File: config.mk
export PLATFORM = sky130hd
export DESIGN_NAME = change_dispenser
export DESIGN_NICKNAME = d
export VERILOG_FILES = /design/src/rtl/dispenser_pkg.sv /design/src/rtl/pend_counter.sv /design/src/rtl/change_dispenser.sv
export SDC_FILE = /design/constraint.sdc
export NUM_CORES = 1
export LEC_CHECK = 0
export CAP_MARGIN = 20
export CORE_ASPECT_RATIO = 0.8
export CORE_MARGIN = 2
export CORE_UTILIZATION = 35
export CTS_CLUSTER_SIZE = 30
export DETAILED_ROUTE_END_ITERATION = 12
export GPL_TIMING_DRIVEN = 0
export PLACE_DENSITY = 0.68
export SYNTH_ARGS = -nofsm -noshare
export SYNTH_HDL_FRONTEND = slang
export SYNTH_SLANG_ARGS = --single-unit
File: constraint.sdc
create_clock -name clk -period 2 [get_ports clk]
set_input_delay 0.3 -clock clk [delete_from_list [all_inputs] [get_ports clk]]
set_output_delay 0.3 -clock clk [all_outputs]
set_load 0.01 [all_outputs]
File: src/rtl/dispenser_pkg.sv
// Shared types and defaults for the change dispenser: FSM encoding, parameter
// defaults and the timer-width helper.
package dispenser_pkg;

  localparam int unsigned PulseWDef = 4;
  localparam int unsigned GapWDef   = 2;
  localparam int unsigned CntWDef   = 3;

  typedef enum logic [2:0] {
    StIdle,
    StSodaOn,
    StC2On,
    StC1On,
    StGap
  } state_e;

  // Wide enough for max(pulse, gap) - 1; never narrower than one bit.
  function automatic int unsigned tmr_width(int unsigned pulse_w, int unsigned gap_w);
    int unsigned m;
    m = (pulse_w > gap_w) ? pulse_w : gap_w;
    return ($clog2(m) < 1) ? 1 : $clog2(m);
  endfunction

endpackage

File: src/rtl/pend_counter.sv
// Saturating pending-request counter: adds 0..3 and subtracts 0..1 per cycle,
// applying the net change and flagging when the result had to be clamped.
module pend_counter
  import dispenser_pkg::*;
#(
  parameter int unsigned CNT_W = CntWDef
) (
  input  logic             clk,
  input  logic             rst,
  input  logic [1:0]       inc,
  input  logic             dec,
  input  logic             clr,
  output logic [CNT_W-1:0] count,
  output logic             nonzero,
  output logic             sat_hit
);

  localparam logic [CNT_W+1:0] Max = {2'b00, {CNT_W{1'b1}}};

  logic [CNT_W-1:0] count_q, count_d;
  logic [CNT_W+1:0] net;

  always_comb begin
    // dec is only issued on a nonzero count, so net never underflows.
    net     = {2'b00, count_q} + {{CNT_W{1'b0}}, inc} - {{(CNT_W + 1){1'b0}}, dec};
    count_d = net[CNT_W-1:0];
    sat_hit = 1'b0;
    if (clr) begin
      count_d = '0;
    end else if (net > Max) begin
      count_d = Max[CNT_W-1:0];
      sat_hit = 1'b1;
    end
  end

  always_ff @(posedge clk or posedge rst) begin
    if (rst) begin
      count_q <= '0;
    end else begin
      count_q <= count_d;
    end
  end

  assign count   = count_q;
  assign nonzero = |count_q;

endmodule

File: src/rtl/change_dispenser.sv
// Queues soda / coin requests from the vending DFA and plays them out as
// fixed-width actuator pulses separated by a fixed gap, soda > c2 > c1.
module change_dispenser
  import dispenser_pkg::*;
#(
  parameter int unsigned PULSE_W = PulseWDef,
  parameter int unsigned GAP_W   = GapWDef,
  parameter int unsigned CNT_W   = CntWDef
) (
  input  logic clk,
  input  logic rst,
  input  logic soda,
  input  logic out1,
  input  logic out2,
  input  logic out2x2,
  input  logic hold,
  input  logic clr_err,
  output logic soda_drop,
  output logic eject1,
  output logic eject2,
  output logic busy,
  output logic overflow
);

  localparam int unsigned     TmrW    = tmr_width(PULSE_W, GAP_W);
  localparam logic [TmrW-1:0] PulseLd = TmrW'(PULSE_W - 1);
  localparam logic [TmrW-1:0] GapLd   = TmrW'(GAP_W - 1);

  state_e            state_q, state_d;
  logic [TmrW-1:0]   tmr_q, tmr_d;
  logic              overflow_q, overflow_d;
  logic              dec_soda, dec_c1, dec_c2;
  logic              nz_soda, nz_c1, nz_c2;
  logic              sat_soda, sat_c1, sat_c2;
  logic [CNT_W-1:0]  cnt_soda, cnt_c1, cnt_c2;
  logic [1:0]        inc_c2;

  assign inc_c2 = {1'b0, out2} + {out2x2, 1'b0};

  pend_counter #(.CNT_W(CNT_W)) u_cnt_soda (
    .clk     (clk),
    .rst     (rst),
    .inc     ({1'b0, soda}),
    .dec     (dec_soda),
    .clr     (1'b0),
    .count   (cnt_soda),
    .nonzero (nz_soda),
    .sat_hit (sat_soda)
  );

  pend_counter #(.CNT_W(CNT_W)) u_cnt_c1 (
    .clk     (clk),
    .rst     (rst),
    .inc     ({1'b0, out1}),
    .dec     (dec_c1),
    .clr     (1'b0),
    .count   (cnt_c1),
    .nonzero (nz_c1),
    .sat_hit (sat_c1)
  );

  pend_counter #(.CNT_W(CNT_W)) u_cnt_c2 (
    .clk     (clk),
    .rst     (rst),
    .inc     (inc_c2),
    .dec     (dec_c2),
    .clr     (1'b0),
    .count   (cnt_c2),
    .nonzero (nz_c2),
    .sat_hit (sat_c2)
  );

  always_comb begin
    state_d  = state_q;
    tmr_d    = tmr_q;
    dec_soda = 1'b0;
    dec_c1   = 1'b0;
    dec_c2   = 1'b0;
    unique case (state_q)
      StIdle: begin
        if (!hold) begin
          if (nz_soda) begin
            dec_soda = 1'b1;
            tmr_d    = PulseLd;
            state_d  = StSodaOn;
          end else if (nz_c2) begin
            dec_c2  = 1'b1;
            tmr_d   = PulseLd;
            state_d = StC2On;
          end else if (nz_c1) begin
            dec_c1  = 1'b1;
            tmr_d   = PulseLd;
            state_d = StC1On;
          end
        end
      end
      StSodaOn, StC2On, StC1On: begin
        if (tmr_q == '0) begin
          tmr_d   = GapLd;
          state_d = StGap;
        end else begin
          tmr_d = tmr_q - 1'b1;
        end
      end
      StGap: begin
        if (tmr_q == '0) begin
          state_d = StIdle;
        end else begin
          tmr_d = tmr_q - 1'b1;
        end
      end
      default: state_d = StIdle;
    endcase
  end

  // A fresh saturation wins over a simultaneous clear.
  assign overflow_d = sat_soda | sat_c1 | sat_c2 | (overflow_q & ~clr_err);

  always_ff @(posedge clk or posedge rst) begin
    if (rst) begin
      state_q    <= StIdle;
      tmr_q      <= '0;
      overflow_q <= 1'b0;
    end else begin
      state_q    <= state_d;
      tmr_q      <= tmr_d;
      overflow_q <= overflow_d;
    end
  end

  assign soda_drop = (state_q == StSodaOn);
  assign eject2    = (state_q == StC2On);
  assign eject1    = (state_q == StC1On);
  assign overflow  = overflow_q;
  assign busy      = (state_q != StIdle) | (|cnt_soda) | (|cnt_c1) | (|cnt_c2);

endmodule

==> results.cfg <==
[outcome]
status = finished with violations
violations = negative setup slack

[synth]
synth_warnings = 0
ys_ff_latch = 15
synth_nets = 137
syn_area_mm2 = 0.00108
synth_cells = 114
ys.flop_type = dfrtp_1
ys_seq_area_share_pct = 34.8
synth-edff-count = 0
synth.avg_cell_area_um2 = 9.46
synth-async-reset-ratio_pct = 100
yosysUniqueCellTypes = 35

[clocking]
htreeDepth = 1
clkSinkCount = 15
clk_latency_ns = 0.25
cts_buffer_depth = 2
cts.clk_slew.worst_paths_ns = 0.07
numCtsBuffers = 3
root_buffer = clkbuf_8
cts_tree = done

[placement]
place_hpwl_um = 1580
port_buffers = 12
pre_cts_ws_ns = -0.538
place_area_mm2 = 0.00125
place_congestion = 0.818
dp_cells = 164

[pwr]
ir_worst_vdd_mv = 0.742
p_leak_nw = 0.736
powerDensity_mw_per_mm2 = 1480

[floorplanning]
core-area_mm2 = 0.00285
die_area_mm2 = 0.00354
rows = 17
initial_core_util_pct = 37.8
dieWidth_um = 66.1
die_y_um = 53.7
io_pins = 13

[critical_path]
r2r_cells = 8
worst-path-buf-inv = 1
cp_cell_sequence = buf_6, or3_4, nor3_2, ha_2, nor2b_4, a21oi_2, o22ai_2, o2111ai_1
critPathLaunchType = flop
critPathLaunch = state_q[2]
cp_max_fo = 4
cp.arrival_ns = 2.16
cp-end-kind = flop
worstSetupPathDepth = 8
rr_endpoint = overflow
r2r-start = state_q[2]
crit_path_end = overflow
path_delay_family = simple AND/OR/NAND/NOR gates
slowest_stage = dfrtp_1
crit_type = flop to flop
slowest_delay_ns = 0.42
reg2reg_setup_slack_ns = -0.06
crit_required_ns = 2.10

[worst_hold_path]
worst_hold_path_type = input port to asynchronous set/reset pin

[sta]
timing.final.ws_setup_ns = -0.0609
timing.slew.headroom_pct = 61.4
fmax_mhz = 485
worst_pin_slew_ns = 0.578
rsz0062_at_grt = true
finalCriticalPeriod_ns = 2.06
setup_violations = 4
fin_crit_sh_pct = 103
clock_skew_ns = 0.00429
slew_violations = 0
hold_viol = 0

[finish]
final_cell_mix = buf_4 (13), inv_1 (12), nand2_1 (12), dfrtp_1 (12)
fin_nets = 167
stdcell_area_mm2 = 0.00157
final_common_cell = buf_4
layout-drive-gt1-share_pct = 37.8
syn_to_final_growth_pct = 45.7
antenna_cells = 0
fin_cells = 181

[global_route]
grt_max_degree = 16
antenna_found_initial = 0
grt_pass1_vias = 850
track_usage_pct = 13.8
grt_pass1_wl_um = 3700
overflow = 0

[route]
drt_pass1_iterations = 4
viasPerCell = 5.01
vias = 906
routedWlPerCell_um = 13.0
antenna_left = 0
drt-initial-drc-count = 21
drc = 0
routed_wl_um = 2350

[run]
cap_viol_max_count = 0
==> logic make-up after synthesis <==
group	share of synthesized area [%]
buffers and inverters	4.64
adder cells (fa/ha/maj)	18.1
XOR/XNOR	4.87
AND/OR/NAND/NOR	25.4
multiplexers	3.71
flip-flops	34.8
AO/OA/AOI/OAI	8.47
==> synthesized netlist by cell type (2+ instances only) <==
library cell	n	area share, %
dfrtp_1	15	35
ha_1	14	16
nand2_1	13	4.5
inv_1	12	4.2
nor2_1	7	2.4
a21oi_1	5	2.3
nor2b_1	4	2.3
nor3_1	3	1.4
nor3_2	3	2.8
xnor2_1	3	2.4
xor2_1	3	2.4
mux2_4	2	2.8
nand3_1	2	0.93
nand3b_1	2	1.4
nor3b_1	2	1.4
o21ai_0	2	0.93
o21ai_1	2	0.93
o31ai_1	2	1.4
or3_1	2	1.2
==> state kept, by name (all words and copies together), names as in the netlist <==
signal            count
overflow              1
state_q               3
tmr_q                 2
u_cnt_c1.count        3
u_cnt_c2.count        3
u_cnt_soda.count      3
==> metrics by stage <==
| stage | utilization (%) | total power, mW | setup TNS (ns) | hold WS, ns |
|---|---|---|---|---|
| floorplan | - | 1.37 | 0 | 0.201 |
| global placement | 43.8 | 1.58 | -3.11 | 0.547 |
| detailed placement | 43.8 | 1.64 | -3.65 | 0.570 |
| CTS | 50.5 | 2.13 | -0.436 | 0.431 |
| global route | 55.1 | 2.54 | -0.959 | 0.477 |
| finish | 55.1 | 2.32 | -0.170 | 0.403 |
==> per-layer routing <==
metal  vias up  global-route usage (%)  part of all wire (%)
met5         -                       0                     0
met4         0                    3.06                  0.89
met3         4                    3.14                   3.6
met2        17                    25.6                    52
met1       436                    16.6                    43
li1        449                       -                     -
==> area by class of cell <==
type	count	area [um2]
Multi-Input combinational cell	86	820
Inverter	12	45.0
Clock inverter	1	5.00
Fill cell	271	1280
Sequential cell	15	379
Buffer	1	11.3
Clock buffer	3	41.3
Tap cell	38	47.5
Timing Repair Buffer	25	223
==> how the worst min path moves through the flow <==
stage / endpoint / slack, ns / cells after the start
finish: tmr_q[0] / 0.40 / 2
floorplan: overflow / 0.20 / 1
global route: u_cnt_c1.count[2] / 0.48 / 2
global placement: tmr_q[1] / 0.55 / 2
CTS: tmr_q[1] / 0.43 / 2
detailed placement: tmr_q[1] / 0.57 / 2
==> where the power goes <==
| part | total (mW) | internal, mW | switching, mW |
|---|---|---|---|
| Sequential | 0.631 | 0.464 | 0.167 |
| Clock | 0.251 | 0.138 | 0.113 |
| Combinational | 1.44 | 0.768 | 0.675 |
==> repair_timing <==
| item | CTS | global route |
|---|---|---|
| buffers inserted | 9 | 4 |
| gates cloned | 0 | 0 |
| pin swaps | 15 | 17 |
| hold buffers | 0 | 0 |
| setup endpoints to repair | 11 | 10 |
| resized for setup | 23 | 18 |
No activity file was read; power rests on OpenSTA's default activity.
